===== src/rtl/aud_pkg.sv =====
// Shared types, constants and helpers for the audio session controller.
package aud_pkg;

  localparam int unsigned AUD_ADDR_W = 20;
  localparam int unsigned AUD_DATA_W = 16;
  localparam logic [AUD_ADDR_W-1:0] AUD_MAX_ADDR = 20'hFFFFF;

  // Codes are visible on o_state and must stay fixed.
  typedef enum logic [2:0] {
    ST_IDLE       = 3'd0,
    ST_REC        = 3'd1,
    ST_REC_PAUSE  = 3'd2,
    ST_PLAY       = 3'd3,
    ST_PLAY_PAUSE = 3'd4
  } state_e;

  // How the SRAM mux should treat the port in the current session state.
  typedef enum logic [1:0] {
    MODE_IDLE,
    MODE_REC,
    MODE_TRACK,
    MODE_PLAY
  } mode_e;

  typedef enum logic [2:0] {
    KEY_NONE,
    KEY_STOP,
    KEY_PAUSE,
    KEY_REC,
    KEY_PLAY
  } key_e;

  typedef struct packed {
    logic rec_start;
    logic rec_pause;
    logic rec_stop;
    logic play_start;
    logic play_pause;
    logic play_stop;
  } cmd_t;

  // Only the highest-ranked key is acted on; the state then decides whether it matters.
  function automatic key_e key_winner(input logic stop, input logic pause,
                                      input logic rec, input logic play);
    if (stop)       return KEY_STOP;
    else if (pause) return KEY_PAUSE;
    else if (rec)   return KEY_REC;
    else if (play)  return KEY_PLAY;
    else            return KEY_NONE;
  endfunction

  function automatic mode_e state_mode(input state_e st);
    case (st)
      ST_REC:                 return MODE_REC;
      ST_REC_PAUSE:           return MODE_TRACK;
      ST_PLAY, ST_PLAY_PAUSE: return MODE_PLAY;
      default:                return MODE_IDLE;
    endcase
  endfunction

endpackage


===== src/rtl/aud_session_ctrl_if.sv =====
// Single-port asynchronous SRAM bus shared by the recorder and the player.
interface aud_session_ctrl_if
  import aud_pkg::*;
#(
  parameter int unsigned ADDR_W = AUD_ADDR_W,
  parameter int unsigned DATA_W = AUD_DATA_W
);

  logic [ADDR_W-1:0] addr;
  logic [DATA_W-1:0] wdata;
  logic              we_n;
  logic              oe_n;
  logic [DATA_W-1:0] rdata;

  modport master (output addr, output wdata, output we_n, output oe_n, input rdata);
  modport slave  (input addr, input wdata, input we_n, input oe_n, output rdata);

endinterface


===== src/rtl/aud_sram_mux.sv =====
// Owns the SRAM port: recorder address-change detection, the one-cycle write
// strobe, end-of-recording pointer and the address/oe/we multiplexing.
module aud_sram_mux
  import aud_pkg::*;
#(
  parameter int unsigned       ADDR_W   = AUD_ADDR_W,
  parameter int unsigned       DATA_W   = AUD_DATA_W,
  parameter logic [ADDR_W-1:0] MAX_ADDR = ADDR_W'(AUD_MAX_ADDR)
) (
  input  logic              i_clk,
  input  logic              i_rst,
  input  mode_e             mode,
  input  logic              rec_load,
  input  logic [ADDR_W-1:0] rec_addr,
  input  logic [DATA_W-1:0] rec_data,
  input  logic [ADDR_W-1:0] play_addr,
  output logic              wr_full,
  output logic [ADDR_W-1:0] end_addr,
  aud_session_ctrl_if.master sram
);

  logic [ADDR_W-1:0] rec_addr_q;
  logic [ADDR_W-1:0] wr_addr_q;
  logic [DATA_W-1:0] wr_data_q;
  logic [ADDR_W-1:0] end_addr_q;
  logic              wr_stb_q;
  logic              wr_hit;
  logic              play_mode;

  // A recorder address step means the word at the old address is complete.
  assign wr_hit    = (mode == MODE_REC) && (rec_addr != rec_addr_q);
  assign wr_full   = wr_hit && (rec_addr_q == MAX_ADDR);
  assign play_mode = (mode == MODE_PLAY);

  always_ff @(posedge i_clk or posedge i_rst) begin
    if (i_rst) begin
      rec_addr_q <= '0;
      wr_addr_q  <= '0;
      wr_data_q  <= '0;
      end_addr_q <= '0;
      wr_stb_q   <= 1'b0;
    end else begin
      // NOTE: non-blocking assignments so every register here samples pre-edge values.
      wr_stb_q <= wr_hit;
      if (wr_hit) begin
        wr_addr_q  <= rec_addr_q;
        wr_data_q  <= rec_data;
        end_addr_q <= rec_addr_q;
      end else if (rec_load) begin
        end_addr_q <= '0;
      end
      if (rec_load || wr_hit || (mode == MODE_TRACK)) begin
        rec_addr_q <= rec_addr;
      end
    end
  end

  assign end_addr   = end_addr_q;
  assign sram.wdata = wr_data_q;
  assign sram.we_n  = ~wr_stb_q;
  // A strobe and a read mode never overlap; gating oe_n on the strobe keeps that structural.
  assign sram.oe_n  = ~(play_mode && !wr_stb_q);
  assign sram.addr  = play_mode ? play_addr :
                      wr_stb_q  ? wr_addr_q : '0;

endmodule


===== src/rtl/aud_session_ctrl.sv =====
// Session FSM for the audio lab: sequences recorder and player from key pulses
// and hands SRAM port ownership to aud_sram_mux.
module aud_session_ctrl
  import aud_pkg::*;
#(
  parameter int unsigned       ADDR_W   = AUD_ADDR_W,
  parameter int unsigned       DATA_W   = AUD_DATA_W,
  parameter logic [ADDR_W-1:0] MAX_ADDR = ADDR_W'(AUD_MAX_ADDR)
) (
  input  logic              i_clk,
  input  logic              i_rst,
  input  logic              i_key_rec,
  input  logic              i_key_play,
  input  logic              i_key_pause,
  input  logic              i_key_stop,
  input  logic [ADDR_W-1:0] i_rec_addr,
  input  logic [DATA_W-1:0] i_rec_data,
  input  logic [ADDR_W-1:0] i_play_addr,
  aud_session_ctrl_if.master sram,
  output logic              o_rec_start,
  output logic              o_rec_pause,
  output logic              o_rec_stop,
  output logic              o_play_start,
  output logic              o_play_pause,
  output logic              o_play_stop,
  output logic [DATA_W-1:0] o_play_data,
  output logic [ADDR_W-1:0] o_end_addr,
  output logic [2:0]        o_state
);

  state_e            state_q, state_d;
  cmd_t              cmd_q, cmd_d;
  key_e              key;
  logic              rec_load;
  logic              wr_full;
  logic [ADDR_W-1:0] end_addr;
  logic [DATA_W-1:0] play_data_q;

  assign key = key_winner(i_key_stop, i_key_pause, i_key_rec, i_key_play);

  always_ff @(posedge i_clk or posedge i_rst) begin
    if (i_rst) begin
      state_q     <= ST_IDLE;
      cmd_q       <= '0;
      play_data_q <= '0;
    end else begin
      state_q <= state_d;
      cmd_q   <= cmd_d;
      if (state_q == ST_PLAY) begin
        play_data_q <= sram.rdata;
      end
    end
  end

  always_comb begin
    // NOTE: defaults first so every path assigns every output and no latch is inferred.
    state_d  = state_q;
    cmd_d    = '0;
    rec_load = 1'b0;
    case (state_q)
      ST_IDLE: begin
        if (key == KEY_REC) begin
          state_d         = ST_REC;
          cmd_d.rec_start = 1'b1;
          rec_load        = 1'b1;
        end else if ((key == KEY_PLAY) && (end_addr != '0)) begin
          state_d          = ST_PLAY;
          cmd_d.play_start = 1'b1;
        end
      end
      ST_REC: begin
        // Filling the last word ends the session just like a stop key.
        if ((key == KEY_STOP) || wr_full) begin
          state_d        = ST_IDLE;
          cmd_d.rec_stop = 1'b1;
        end else if (key == KEY_PAUSE) begin
          state_d         = ST_REC_PAUSE;
          cmd_d.rec_pause = 1'b1;
        end
      end
      ST_REC_PAUSE: begin
        if (key == KEY_STOP) begin
          state_d        = ST_IDLE;
          cmd_d.rec_stop = 1'b1;
        end else if (key == KEY_REC) begin
          state_d         = ST_REC;
          cmd_d.rec_start = 1'b1;
        end
      end
      ST_PLAY: begin
        if ((key == KEY_STOP) || (i_play_addr >= end_addr)) begin
          state_d         = ST_IDLE;
          cmd_d.play_stop = 1'b1;
        end else if (key == KEY_PAUSE) begin
          state_d          = ST_PLAY_PAUSE;
          cmd_d.play_pause = 1'b1;
        end
      end
      ST_PLAY_PAUSE: begin
        if (key == KEY_STOP) begin
          state_d         = ST_IDLE;
          cmd_d.play_stop = 1'b1;
        end else if (key == KEY_PLAY) begin
          state_d          = ST_PLAY;
          cmd_d.play_start = 1'b1;
        end
      end
      default: state_d = ST_IDLE;
    endcase
  end

  aud_sram_mux #(
    .ADDR_W   (ADDR_W),
    .DATA_W   (DATA_W),
    .MAX_ADDR (MAX_ADDR)
  ) u_sram_mux (
    .i_clk     (i_clk),
    .i_rst     (i_rst),
    .mode      (state_mode(state_q)),
    .rec_load  (rec_load),
    .rec_addr  (i_rec_addr),
    .rec_data  (i_rec_data),
    .play_addr (i_play_addr),
    .wr_full   (wr_full),
    .end_addr  (end_addr),
    .sram      (sram)
  );

  assign o_rec_start  = cmd_q.rec_start;
  assign o_rec_pause  = cmd_q.rec_pause;
  assign o_rec_stop   = cmd_q.rec_stop;
  assign o_play_start = cmd_q.play_start;
  assign o_play_pause = cmd_q.play_pause;
  assign o_play_stop  = cmd_q.play_stop;
  assign o_play_data  = play_data_q;
  assign o_end_addr   = end_addr;
  assign o_state      = state_q;

endmodule


===== src/flat_wrapper.sv =====
// flat-port wrapper written by rule: the top's interface ports become plain ports
module aud_session_ctrl_flat import aud_pkg::*;
#(
  parameter int unsigned       ADDR_W   = AUD_ADDR_W,
  parameter int unsigned       DATA_W   = AUD_DATA_W,
  parameter logic [ADDR_W-1:0] MAX_ADDR = ADDR_W'(AUD_MAX_ADDR)
)
  (i_clk, i_rst, i_key_rec, i_key_play, i_key_pause, i_key_stop, i_rec_addr, i_rec_data, i_play_addr, o_rec_start, o_rec_pause, o_rec_stop, o_play_start, o_play_pause, o_play_stop, o_play_data, o_end_addr, o_state, sram_addr, sram_wdata, sram_we_n, sram_oe_n, sram_rdata);
  aud_session_ctrl_if #(.ADDR_W(ADDR_W), .DATA_W(DATA_W)) sram_i ();
  input  logic i_clk;
  input  logic i_rst;
  input  logic i_key_rec;
  input  logic i_key_play;
  input  logic i_key_pause;
  input  logic i_key_stop;
  input  logic [ADDR_W-1:0] i_rec_addr;
  input  logic [DATA_W-1:0] i_rec_data;
  input  logic [ADDR_W-1:0] i_play_addr;
  output logic o_rec_start;
  output logic o_rec_pause;
  output logic o_rec_stop;
  output logic o_play_start;
  output logic o_play_pause;
  output logic o_play_stop;
  output logic [DATA_W-1:0] o_play_data;
  output logic [ADDR_W-1:0] o_end_addr;
  output logic [2:0] o_state;
  output wire logic [$bits(sram_i.addr)-1:0] sram_addr;
  output wire logic [$bits(sram_i.wdata)-1:0] sram_wdata;
  output wire logic [$bits(sram_i.we_n)-1:0] sram_we_n;
  output wire logic [$bits(sram_i.oe_n)-1:0] sram_oe_n;
  input wire logic [$bits(sram_i.rdata)-1:0] sram_rdata;
  assign sram_addr = sram_i.addr;
  assign sram_wdata = sram_i.wdata;
  assign sram_we_n = sram_i.we_n;
  assign sram_oe_n = sram_i.oe_n;
  assign sram_i.rdata = sram_rdata;
  aud_session_ctrl #(.ADDR_W(ADDR_W), .DATA_W(DATA_W), .MAX_ADDR(MAX_ADDR)) u_core (.i_clk(i_clk), .i_rst(i_rst), .i_key_rec(i_key_rec), .i_key_play(i_key_play), .i_key_pause(i_key_pause), .i_key_stop(i_key_stop), .i_rec_addr(i_rec_addr), .i_rec_data(i_rec_data), .i_play_addr(i_play_addr), .sram(sram_i), .o_rec_start(o_rec_start), .o_rec_pause(o_rec_pause), .o_rec_stop(o_rec_stop), .o_play_start(o_play_start), .o_play_pause(o_play_pause), .o_play_stop(o_play_stop), .o_play_data(o_play_data), .o_end_addr(o_end_addr), .o_state(o_state));
endmodule

===== config.mk =====
export PLATFORM = sky130hd
export DESIGN_NAME = aud_session_ctrl_flat
export DESIGN_NICKNAME = d
export VERILOG_FILES = /design/src/rtl/aud_pkg.sv /design/src/rtl/aud_session_ctrl_if.sv /design/src/rtl/aud_sram_mux.sv /design/src/rtl/aud_session_ctrl.sv /design/src/flat_wrapper.sv
export SDC_FILE = /design/constraint.sdc
export NUM_CORES = 1
export LEC_CHECK = 0
export ABC_CLOCK_PERIOD_IN_PS = 5030
export BUFFER_PORTS_ARGS = -buffer_cell sky130_fd_sc_hd__buf_2
export CAP_MARGIN = 20
export CORE_MARGIN = 10
export CORE_UTILIZATION = 45
export DETAILED_ROUTE_END_ITERATION = 10
export PLACE_DENSITY = 0.78
export SLEW_MARGIN = 20
export SYNTH_ARGS = -nofsm -noshare
export SYNTH_HDL_FRONTEND = slang
export SYNTH_SLANG_ARGS = --single-unit

===== constraint.sdc =====
create_clock -name i_clk -period 5.03 [get_ports i_clk]
set_input_delay 1.2575 -clock i_clk [delete_from_list [all_inputs] [get_ports i_clk]]
set_output_delay 1.2575 -clock i_clk [all_outputs]
set_load 0.005 [all_outputs]

Word-level counts from Yosys, hierarchy flattened
Index checks and enable logic that the tools add are counted.

operators by class
  bitwise logic cells = 2
  multiplexer cells = 39
  reduce and logical (&&, ||, !) cells = 14
  eq/ne operators = 18
  $lt $le $gt $ge = 1

operators with widths
  cell                                                                   count
  20-bit two-way mux                                                     4
  3-bit two-way mux                                                      14
  20-bit equality test, second input constant                            1
  20-bit greater-or-equal comparator                                     1
  20-bit != test                                                         1
  20-bit nonzero test                                                    1
  1-bit two-way mux                                                      15
  3-bit one-hot mux with 5 select lines                                  1
  3-bit by 2-bit equality test with 1-bit output, second input constant  4
  3-bit by 1-bit != test with 1-bit output, second input constant        4
  1-bit one-hot mux with 2 select lines                                  4
  3-bit by 1-bit equality test with 1-bit output, second input constant  2
  3-bit equality test, second input constant                             2
  2-bit one-hot mux with 3 select lines                                  1
  5-bit AND reduction                                                    1
  2-bit equality test, second input constant                             2
  1-bit logical AND                                                      4
  1-bit logical OR                                                       4
  3-bit zero test                                                        1
  3-bit != test, second input constant                                   1
  2-bit by 1-bit equality test with 1-bit output, second input constant  1
  1-bit NOT                                                              2
  2-bit nonzero test                                                     1
  2-bit OR reduction                                                     1
  1-bit zero test                                                        1

storage, ports and cells
  word-level logic and storage cells = 87
  bits in registers = 102
  output and inout bits = 83
  input port bits = 78

Depth between registers and ports, before layout
Gate-level depths: netlist (run 1).

  depth in word-level cells = 9
  depth in mapped cells = 8

Cells and area by module
Synthesis (run 1) repeated with hierarchy kept, for this count alone.

unflattened totals
  cells, all modules = 575
  area total of the unflattened synthesis = 5670.4 um^2

by module, submodules not included
  module            instances  cells each  area an instance (um^2)
  aud_sram_mux      1          398         3953.8
  aud_session_ctrl  1          177         1716.6

Least setup slack after synthesis (run 1)
OpenSTA, ideal clock, no wires.

  path type = in2reg
  from = input port i_play_addr[15]
  to = register u_core.state_q[1], in the netlist u_core.o_state[1]
  path buffers = 0
  arrival = 2.754 ns
  stages on the path = 7
  slack = 2.199 ns
  path through = ha_1 a21oi_1 o21ai_0 a2111oi_0 o211ai_1 o31a_1 a21oi_1

on the way
  longest elaborated chain between the ends = 4
  elaborated cells between the ends (all ways) = 6
  those cells by class = 1 x order compare; 1 x eq/ne; 2 x mux; 2 x reduce/logical

RTL lines
  what                                                                                           line                    text
  start, declared                                                                                flat_wrapper.sv:18      input logic [ADDR_W-1:0] i_play_addr;
  20-bit greater-or-equal comparator (*)                                                         aud_session_ctrl.sv:91  if ((key == KEY_STOP) || (i_play_addr >= end_addr)) begin
  1-bit logical OR (*)                                                                           aud_session_ctrl.sv:91
  3-bit != test (no line) / 3-bit two-way mux (equally long branches)                            --
  5-bit AND reduction (no line) / 3-bit one-hot mux with 5 select lines (equally long branches)  --
  end signal, assigned                                                                           aud_session_ctrl.sv:47  state_q <= state_d;
  end, declared                                                                                  aud_session_ctrl.sv:31  state_e state_q, state_d;

Mark *: on every way between the ends. The rest lies on a longest branch, timed or not.
A chain may end at the register's enable or synchronous reset.

Worst setup path after layout (run 1)
  from = register u_core.state_q[0], in the netlist u_core.o_state[0]
  to = output port sram_addr[2]

on the way
  longest elaborated chain between the ends = 5
  elaborated cells between the ends (all ways) = 8
  those cells by class = 5 x eq/ne; 2 x mux; 1 x reduce/logical

RTL lines
  what                                                                                          line                text
  3-bit equality test / 3-bit by 2-bit equality test with 1-bit output (equally long branches)  aud_pkg.sv:53       case (st)
  2-bit OR reduction                                                                            aud_pkg.sv:53
  2-bit one-hot mux with 3 select lines (*)                                                     aud_pkg.sv:53
  2-bit equality test (*)                                                                       aud_sram_mux.sv:33  assign play_mode = (mode == MODE_PLAY);
  20-bit two-way mux (*)                                                                        aud_sram_mux.sv:63  assign sram.addr = play_mode ? play_addr :
  end, declared                                                                                 flat_wrapper.sv:28  output wire logic [$bits(sram_i.addr)-1:0] sram_addr;

Marked as above.

==> results by group, run 1 <==
Floorplan
  • Initial core utilization: 0.462
  • Die Y: 126 um
  • Die area: 15900 sq um
  • Std-Cell Rows: 38
  • Die W: 126 um
  • Core area: 10900 sq um
  • IO Count: 161

Hold path
  • HP Class: reg2reg

Status
  • Status: finished, final reports clean

GRT
  • Total GRT Usage: 0.172
  • Initial antenna violation count: 4
  • Global-route wire length before repair: 22700 um
  • Vias in the first global route: 4462
  • Total grt overflow: 0
  • Largest net degree at the start of global routing: 79

Clock network
  • Buffer count from post-CTS setup fixing: 0
  • Root Driver: clkbuf_16
  • Worst skew pair latency: 0.34 ns
  • CTS tree: yes
  • CTS Hold Bufs: 0
  • Clock slew seen by the registers of the worst setup and hold paths: 0.07 ns
  • H-tree Lvls: 3
  • CTS Buf Count: 9
  • CTS resizes: 0
  • CTS Buffer Depth: 2
  • Sink Count: 102

Timing
  • Finish-stage setup viols: 0
  • Peak Freq: 251 MHz
  • Slew headroom: 0.420
  • Final worst slack: 1.05 ns
  • Fin Setup TNS: 0 ns
  • Least-Margin Pin Slew: 0.868 ns
  • Worst hold slack: 0.499 ns
  • Final period util: 0.792
  • Fin. Hold Viols: 0
  • RSZ-0062 raised after global routing: no
  • Tmin final: 3.98 ns
  • Clock Skew: 0.00620 ns
  • Slew Limit Fails: 0

Critical path
  • Critical Path Fanout Max: 40
  • CP Capture Type: primary output
  • Critical Path AT: 2.72 ns
  • Critical Path Source Type: register
  • Critical Path RT: 3.77 ns
  • WS Path Type: reg2out

Routing
  • Initial DRT Pass Iterations: 4
  • Via count: 4203
  • Highest Signal Layer: met5
  • # DRC: 0
  • Final ANT Viol Nets: 0
  • Avg WL per Cell: 17.9 um
  • Via/cell ratio: 5.33
  • WL met2: 6600 um
  • WL met1: 5940 um
  • 1st-iter DRT viols: 198
  • Metal3 WL: 1320 um
  • Wirelength, routed: 14100 um

Job
  • Max-Cap Viols: 0

Final layout
  • Commonest non-fill, non-tap cell in the layout: buf_2
  • Layout cells sized above 1: 0.362
  • Area grow syn2layout: 23.9%
  • Filler cell count: 933
  • Finished Layout Cells: 789
  • Nets: 739
  • Most frequent cells in the layout: buf_2, dfrtp_1, nand2_1, mux2_2, o21ai_0

Synth
  • Post-synthesis sequential area ratio: 0.505
  • Synthesized Nets: 589
  • Yosys reg bits: 102
  • Syn_area_per_cell: 10.3 sq um
  • Gate Count Post-Synth: 491
  • Distinct cell type count after synthesis: 40
  • Yosys warns: 0
  • Synthesized area: 5050 sq um

Place
  • IO buf count: 160
  • Post-DP HPWL: 10700 um
  • GP Congestion: 0.864
  • Placement Setup Slack: 1.39 ns
  • Placed Instances: 770

Power
  • Leak: 0.00301 uW
  • VDD IR max: 0.318 mV
  • Pwr dens: 631 nW/um^2
==> layer usage <==
metal / vias to the layer above / global-route usage
met2: 158 / 0.276
met5: - / 0
met1: 2021 / 0.208
met3: 23 / 0.0680
met4: 2 / 0.0563
li1: 1999 / -
==> logic make-up (layout without fill, tap and decap cells) <==
logic type,count (synthesis),after routing,synth area share
buffers and inverters,68,223,0.0550
AOI/OAI and AO/OA,97,97,0.116
muxes,52,52,0.116
adders and majority gates,20,20,0.0495
xor gates and xnor gates,21,21,0.0364
other,0,3,0
DFF,102,102,0.505
and+or+nand+nor,131,131,0.123
==> through the flow <==
stage / area (sq um) / power, uW / utilization
final: 6260 / 3950 / 0.573
after global routing: 6260 / 4260 / 0.572
after floorplan: 5050 / 2600 / -
after detailed placement: 5950 / 3260 / 0.544
after CTS: 6250 / 3980 / 0.572
after global placement: 5950 / 3160 / 0.544
==> final timing paths <==
check | from | endpoint | slack, ns | depth (start not counted)
min reg2reg | u_core.o_play_data[6] | u_core.o_play_data[6] | 0.50 | 1
min | u_core.o_play_data[6] | u_core.o_play_data[6] | 0.50 | 1
min in group asynchronous | i_rst | u_core.u_sram_mux.rec_addr_q[17] | 1.05 | 2
max | u_core.o_state[0] | sram_addr[2] | 1.05 | 7
max reg2reg | u_core.u_sram_mux.end_addr[15] | u_core.o_state[1] | 2.49 | 8
max in group asynchronous | i_rst | u_core.u_sram_mux.sram.wdata[10] | 2.92 | 3
==> cell usage after synthesis, drive strengths merged <==
| library cell | number | area, sq um |
|---|---|---|
| nor3 | 8 | 45.0 |
| o22ai | 1 | 6.26 |
| a211oi | 1 | 7.51 |
| a21boi | 3 | 22.5 |
| nand4 | 11 | 68.8 |
| ha | 20 | 250 |
| a2111oi | 3 | 26.3 |
| nor4 | 7 | 43.8 |
| nand3b | 1 | 7.51 |
| a21oi | 13 | 68.8 |
| nor2b | 5 | 31.3 |
| nor3b | 1 | 7.51 |
| o21ai | 49 | 245 |
| o221ai | 1 | 8.76 |
| and4 | 2 | 17.5 |
| o2bb2ai | 1 | 8.76 |
| or4b | 1 | 10.0 |
| o31ai | 21 | 158 |
| dfrtp | 102 | 2550 |
| and2 | 2 | 12.5 |
| mux2 | 52 | 586 |
| xnor2 | 20 | 175 |
| clkbuf | 16 | 60.1 |
| o31a | 1 | 8.76 |
| a22oi | 1 | 7.51 |
| buf | 8 | 52.6 |
| nand2 | 73 | 274 |
| o211ai | 1 | 7.51 |
| nand3 | 3 | 15.0 |
| a2bb2oi | 1 | 8.76 |
| xor2 | 1 | 8.76 |
| nor2 | 11 | 41.3 |
| inv | 44 | 165 |
| nand2b | 6 | 45.0 |
==> power by group <==
part	switching [uW]	internal, uW	leakage, uW	total [uW]
sequential	329	1220	0.00124	1550
clock	294	411	0.000152	705
combinational	882	812	0.00162	1690
total	1500	2440	0.00301	3950
==> critical path: stages, from the launching register on <==
cell	delay [ns]
dfrtp_1	0.56
nor2b_1	0.28
nand2_1	0.55
o21ai_2	0.23
buf_4	0.38
nand2_1	0.11
o31ai_1	0.10
buf_2	0.18
==> registers in the layout, indices dropped and copies added, names as in the netlist <==
signal and count:
u_core.o_play_start 1, u_core.o_play_stop 1, u_core.u_sram_mux.wr_stb_q 1, u_core.u_sram_mux.rec_addr_q 20
u_core.o_rec_start 1, u_core.o_state 3, u_core.u_sram_mux.end_addr 20, u_core.o_rec_pause 1
u_core.o_play_pause 1, u_core.o_rec_stop 1, u_core.u_sram_mux.sram.wdata 16, u_core.o_play_data 16
u_core.u_sram_mux.wr_addr_q 20
==> final cells by class <==
class                      count  area, sq um  share of cell area
sequential                   102         2550               0.408
multi-input combinational    321         2230               0.357
timing repair buffer         163          823               0.131
clock buffer                  12          256              0.0410
tap                          140          175              0.0280
inverter                      44          168              0.0268
clock inverter                 4         45.0             0.00719
antenna                        3         7.51             0.00120
No activity file was read; power rests on OpenSTA's default activity.
==> run 2, diff against run 1 <==
Settings changed: ABC_CLOCK_PERIOD_IN_PS 5030 to 3300, PLACE_DENSITY 0.78 to 0.81.
Clock period 5.03 ns to 3.3 ns, I/O delays scaled along.
==> results by group, run 2 (synthesized netlist as in run 1, its figures left out) <==
Status
  • Status: finished, final reports clean (unchanged)

Job
  • Max-Cap Viols: 0 (unchanged)

Clock network
  • Clock slew seen by the registers of the worst setup and hold paths: 0.07 ns (about the same)
  • Worst skew pair latency: 0.34 ns (about the same)
  • Buffer count from post-CTS setup fixing: 0 (unchanged)
  • Sink Count: 102 (unchanged)
  • CTS Buf Count: 9 (unchanged)
  • CTS resizes: 0 (unchanged)
  • H-tree Lvls: 3 (unchanged)
  • CTS Hold Bufs: 0 (unchanged)
  • Root Driver: clkbuf_16 (unchanged)
  • CTS Buffer Depth: 2 (unchanged)
  • CTS tree: yes (unchanged)

Routing
  • Highest Signal Layer: met5 (unchanged)
  • 1st-iter DRT viols: 303 (was 198)
  • # DRC: 0 (unchanged)
  • Wirelength, routed: 14100 um (about the same)
  • WL met1: 5550 um (was 5940 um)
  • Final ANT Viol Nets: 0 (unchanged)
  • Metal3 WL: 1560 um (was 1320 um)
  • WL met2: 6690 um (was 6600 um)
  • Via/cell ratio: 5.39 (was 5.33)
  • Initial DRT Pass Iterations: 5 (was 4)
  • Avg WL per Cell: 17.9 um (about the same)
  • Via count: 4258 (was 4203)

GRT
  • Total grt overflow: 0 (unchanged)
  • Vias in the first global route: 4429 (was 4462)
  • Total GRT Usage: 0.174 (was 0.172)
  • Initial antenna violation count: 9 (was 4)
  • Largest net degree at the start of global routing: 79 (unchanged)
  • Global-route wire length before repair: 22700 um (about the same)

Floorplan
  • IO Count: 161 (unchanged)
  • Std-Cell Rows: 38 (unchanged)
  • Die area: 15900 sq um (unchanged)
  • Die Y: 126 um (unchanged)
  • Die W: 126 um (unchanged)
  • Initial core utilization: 0.462 (unchanged)
  • Core area: 10900 sq um (unchanged)

Power
  • Pwr dens: 945 nW/um^2 (was 631 nW/um^2)
  • Leak: 0.00299 uW (was 0.00301 uW)
  • Sequential share of power: 0.399 (was 0.392)
  • Switch Pwr: 2270 uW (was 1500 uW)
  • Int Pwr: 3640 uW (was 2440 uW)
  • Final Total Pwr: 5910 uW (was 3950 uW)
  • Comb power frac: 0.442 (was 0.429)
  • Sw frac: 0.385 (was 0.381)
  • Clk pwr share: 0.159 (was 0.178)
  • VDD IR max: 0.397 mV (was 0.318 mV)

Final layout
  • Filler cell count: 945 (was 933)
  • Final Cell Area: 6260 sq um (about the same)
  • Commonest non-fill, non-tap cell in the layout: buf_2 (unchanged)
  • Most frequent cells in the layout: buf_2, dfrtp_1, nand2_1, mux2_2, o21ai_0 (unchanged)
  • Layout cells sized above 1: 0.359 (was 0.362)
  • Nets: 740 (was 739)
  • Area grow syn2layout: 23.8% (was 23.9%)

Timing
  • Finish-stage setup viols: 0 (unchanged)
  • Slew headroom: 0.484 (was 0.420)
  • Fin Setup TNS: 0 ns (unchanged)
  • Least-Margin Pin Slew: 0.774 ns (was 0.868 ns)
  • Slew Limit Fails: 0 (unchanged)
  • Fin. Hold Viols: 0 (unchanged)
  • Tmin final: 3.07 ns
  • RSZ-0062 raised after global routing: no (unchanged)
  • Peak Freq: 326 MHz
  • Clock Skew: 0.00860 ns (was 0.00620 ns)
  • Final period util: 0.930

Critical path
  • WS Path Type: reg2out (unchanged)
  • CP Capture Type: primary output (unchanged)
  • Cell breakdown of the critical path: nor2b_1, nand2_1, o21ai_2, buf_4, nand2_1, o31ai_1, buf_2 (unchanged)
  • Critical Path AT: 2.24 ns (was 2.72 ns)
  • Critical Path RT: 2.47 ns (was 3.77 ns)
  • Critical Path Fanout Max: 41 (was 40)
  • Slowest CP cell: dfrtp_1 (unchanged)
  • Crit path largest cell delay: 0.62 ns (was 0.56 ns)
  • Crit-path most repeated cell: nand2_1 (unchanged)
  • Critical Path Source Type: register (unchanged)

Place
  • GP Congestion: 0.927 (was 0.864)
  • IO buf count: 160 (unchanged)
  • Placed Area: 5990 sq um (was 5950 sq um)
  • Post-DP HPWL: 11000 um (was 10700 um)

Hold path
  • HP Class: reg2reg (unchanged)
-- run 2: area by class of cell --
| cell class | instances | area [sq um] | share of cell area |
|---|---|---|---|
| timing repair buffer | 164 | 856 | 0.137 |
| antenna | 4 | 10.0 | 0.00160 |
| inverter | 44 | 169 | 0.0270 |
| clock inverter | 3 | 22.5 | 0.00360 |
| tap | 140 | 175 | 0.0280 |
| multi-input combinational | 321 | 2230 | 0.357 |
| clock buffer | 12 | 236 | 0.0378 |
| sequential | 102 | 2550 | 0.408 |
-- run 2: stage by stage --
stage,utilization,setup slack [ns],std cells,hold slack [ns]
floorplan,-,0.901,491,0.504
global placement,0.547,0.513,771,0.481
detailed placement,0.547,0.396,771,0.490
CTS,0.571,0.260,786,0.504
global route,0.571,0.0826,787,0.521
finish,0.572,0.230,790,0.499
-- run 2: layer usage --
layer  up-vias  GRT usage
met2       179      0.278
met4         8     0.0603
li1       2001          -
met3        27     0.0814
met1      2043      0.201
met5         -          0
-- run 2: final timing paths --
check                                               start                               end  slack [ns]  cells past startpoint
hold / removal                      u_core.o_play_data[7]             u_core.o_play_data[7]        0.50                      1
setup / recovery                        u_core.o_state[0]                      sram_addr[9]        0.23                      7
hold reg to reg                     u_core.o_play_data[7]             u_core.o_play_data[7]        0.50                      1
setup reg to reg           u_core.u_sram_mux.end_addr[15]                 u_core.o_state[1]        0.85                      8
max in group asynchronous                           i_rst                 u_core.o_state[1]        1.92                      3
min in group asynchronous                           i_rst  u_core.u_sram_mux.sram.wdata[14]        0.60                      2
-- run 2: critical path: cells and delay by family, from the launching register on --
| family | cells | cell delay, ns |
|---|---|---|
| AO/OA/AOI/OAI | 2 | 0.20 |
| buffers and inverters | 2 | 0.56 |
| flip-flops | 1 | 0.62 |
| AND/OR/NAND/NOR | 3 | 0.50 |
-- run 2: power by group through the flow --
stage          registers, uW  clock network [uW]  logic (uW)
6_report                2360                 941        2610
5_1_grt                 2440                1020        2940
4_1_cts                 2350                 970        2660
3_5_place_dp            2370                   0        2640
3_3_place_gp            2320                   0        2510
2_1_floorplan           2260                   0        1710
==> run 3, diff against run 2 <==
Settings changed: CORE_ASPECT_RATIO set to 0.8, CTS_CLUSTER_SIZE set to 24, TNS_END_PERCENT set to 1.
==> results by group, run 3 (synthesized netlist as in run 1, its figures left out) <==
Floorplan
  • Die W: 138 um (was 126 um)
  • Initial core utilization: 0.462 (about the same)
  • IO Count: 161 (unchanged)
  • Std-Cell Rows: 34 (was 38)
  • Die Y: 115 um (was 126 um)
  • Die area: 15900 sq um (about the same)
  • Core area: 10900 sq um (about the same)

Routing
  • Avg WL per Cell: 18.0 um (was 17.9 um)
  • 1st-iter DRT viols: 284 (was 303)
  • Initial DRT Pass Iterations: 5 (unchanged)
  • Wirelength, routed: 14300 um (was 14100 um)
  • # DRC: 0 (unchanged)
  • Via count: 4275 (was 4258)
  • Via/cell ratio: 5.39 (about the same)
  • Final ANT Viol Nets: 0 (unchanged)

Power
  • Pwr dens: 957 nW/um^2 (was 945 nW/um^2)
  • Sequential share of power: 0.391 (was 0.399)
  • Comb power frac: 0.438 (was 0.442)
  • Leak: 0.00301 uW (was 0.00299 uW)
  • Sw frac: 0.385 (about the same)
  • Clk pwr share: 0.171 (was 0.159)
  • Int Pwr: 3720 uW (was 3640 uW)
  • Final Total Pwr: 6040 uW (was 5910 uW)
  • Switch Pwr: 2320 uW (was 2270 uW)
  • VDD IR max: 0.438 mV (was 0.397 mV)

Critical path
  • WS Path Type: reg2out (unchanged)
  • Critical Path RT: 2.47 ns (about the same)
  • CP Capture Type: primary output (unchanged)
  • Cell breakdown of the critical path: nand2b_1, o21ai_4, buf_12, nand2_1, o31ai_1, buf_2 (was nor2b_1, nand2_1, o21ai_2, buf_4, nand2_1, o31ai_1, buf_2)
  • Critical Path Fanout Max: 21 (was 41)
  • Worst reg2reg setup slack: 0.87 ns (was 0.85 ns)
  • Critical Path Source Type: register (unchanged)
  • Critical Path AT: 2.19 ns (was 2.24 ns)
  • Slowest CP cell: dfrtp_1 (unchanged)
  • Crit path largest cell delay: 0.51 ns (was 0.62 ns)

Hold path
  • HP Class: reg2reg (unchanged)

Clock network
  • CTS Buf Count: 9 (unchanged)
  • Clock slew seen by the registers of the worst setup and hold paths: 0.07 ns (about the same)
  • CTS Hold Bufs: 0 (unchanged)
  • Worst skew pair latency: 0.35 ns (was 0.34 ns)
  • Sink Count: 102 (unchanged)
  • Buffer count from post-CTS setup fixing: 0 (unchanged)
  • Root Driver: clkbuf_16 (unchanged)
  • CTS resizes: 0 (unchanged)
  • H-tree Lvls: 3 (unchanged)
  • CTS Buffer Depth: 2 (unchanged)
  • CTS tree: yes (unchanged)

Final layout
  • Commonest non-fill, non-tap cell in the layout: buf_2 (unchanged)
  • Most frequent cells in the layout: buf_2, dfrtp_1, nand2_1, mux2_2, o21ai_0 (unchanged)
  • Filler cell count: 953 (was 945)
  • Area grow syn2layout: 24.9% (was 23.8%)
  • Nets: 740 (unchanged)
  • Layout cells sized above 1: 0.365 (was 0.359)
  • Final Cell Area: 6310 sq um (was 6260 sq um)

Timing
  • Fin Setup TNS: 0 ns (unchanged)
  • Final period util: 0.914 (was 0.930)
  • Slew Limit Fails: 0 (unchanged)
  • Clock Skew: 0.00812 ns (was 0.00860 ns)
  • Slew headroom: 0.491 (was 0.484)
  • RSZ-0062 raised after global routing: no (unchanged)
  • Least-Margin Pin Slew: 0.763 ns (was 0.774 ns)
  • Fin. Hold Viols: 0 (unchanged)
  • Finish-stage setup viols: 0 (unchanged)
  • Tmin final: 3.02 ns (was 3.07 ns)
  • Final worst slack: 0.283 ns (was 0.230 ns)
  • Peak Freq: 331 MHz (was 326 MHz)

GRT
  • Vias in the first global route: 4326 (was 4429)
  • Largest net degree at the start of global routing: 103 (was 79)
  • Global-route wire length before repair: 22500 um (was 22700 um)
  • Total GRT Usage: 0.173 (was 0.174)
  • Total grt overflow: 0 (unchanged)
  • Initial antenna violation count: 5 (was 9)

Place
  • IO buf count: 160 (unchanged)
  • Post-DP HPWL: 11000 um (about the same)
  • GP Congestion: 0.892 (was 0.927)
  • Placement Setup Slack: 0.333 ns (was 0.396 ns)
  • Placed Area: 6000 sq um (was 5990 sq um)

Status
  • Status: finished, final reports clean (unchanged)

Job
  • Max-Cap Viols: 0 (unchanged)
==> run 3: changes by cell type in the layout (fill, tap and decap cells not counted), moves of 2 or more <==
cell / before / now
clkbuf_8: 0 / 3
diode_2: 4 / 2
clkinvlp_4: 1 / 3
clkbuf_1: 3 / 0
clkinv_4: 2 / 0
==> run 3: final timing paths <==
check	from	to	cells past startpoint
max in group asynchronous	i_rst	u_core.u_sram_mux.wr_stb_q	3
worst min-delay path	u_core.o_play_data[6]	u_core.o_play_data[6]	1
worst max register to register	u_core.u_sram_mux.end_addr[15]	u_core.o_state[1]	8
worst max-delay path	u_core.o_state[0]	sram_addr[5]	6
worst min register to register	u_core.o_play_data[6]	u_core.o_play_data[6]	1
min in group asynchronous	i_rst	u_core.u_sram_mux.sram.wdata[7]	3
==> run 3: final cells by class <==
cell class / instances / area (sq um) / share of cell area
Timing Repair Buffer: 164 / 868 / 0.138
Tap cell: 144 / 180 / 0.0285
Clock inverter: 4 / 28.8 / 0.00456
Clock buffer: 12 / 267 / 0.0422
Inverter: 44 / 169 / 0.0268
Antenna cell: 2 / 5.00 / 0.000793
Sequential cell: 102 / 2550 / 0.404
Multi-Input combinational cell: 321 / 2240 / 0.355
==> run 3: power by group through the flow <==
stage	Sequential, uW	Combinational [uW]	Clock, uW
final	2360	2640	1030
after CTS	2350	2680	1050
after global routing	2440	2940	1110
after floorplan	2260	1710	0
after detailed placement	2370	2670	0
after global placement	2330	2540	0
==> run 3: per-stage QoR <==
step | hold slack (ns) | util | instances
2_1_floorplan | 0.504 | - | 491
3_3_place_gp | 0.482 | 0.549 | 775
3_5_place_dp | 0.487 | 0.549 | 775
4_1_cts | 0.503 | 0.576 | 791
5_1_grt | 0.518 | 0.577 | 792
6_report | 0.500 | 0.577 | 793
==> run 3: routing by layer <==
metal | vias to the layer above | GRT usage | routed length [um]
met5 | - | 0 | 25
met4 | 4 | 0.0421 | 200
met3 | 22 | 0.0672 | 1270
met2 | 167 | 0.291 | 6900
met1 | 2083 | 0.207 | 5850
li1 | 1999 | - | -
==> run 3: critical path, delay by kind of cell, from the launching register on <==
kind	cells	cell delay, ns
buffers and inverters	2	0.41
flip-flops	1	0.51
AO/OA/AOI/OAI	2	0.59
AND/OR/NAND/NOR	2	0.33
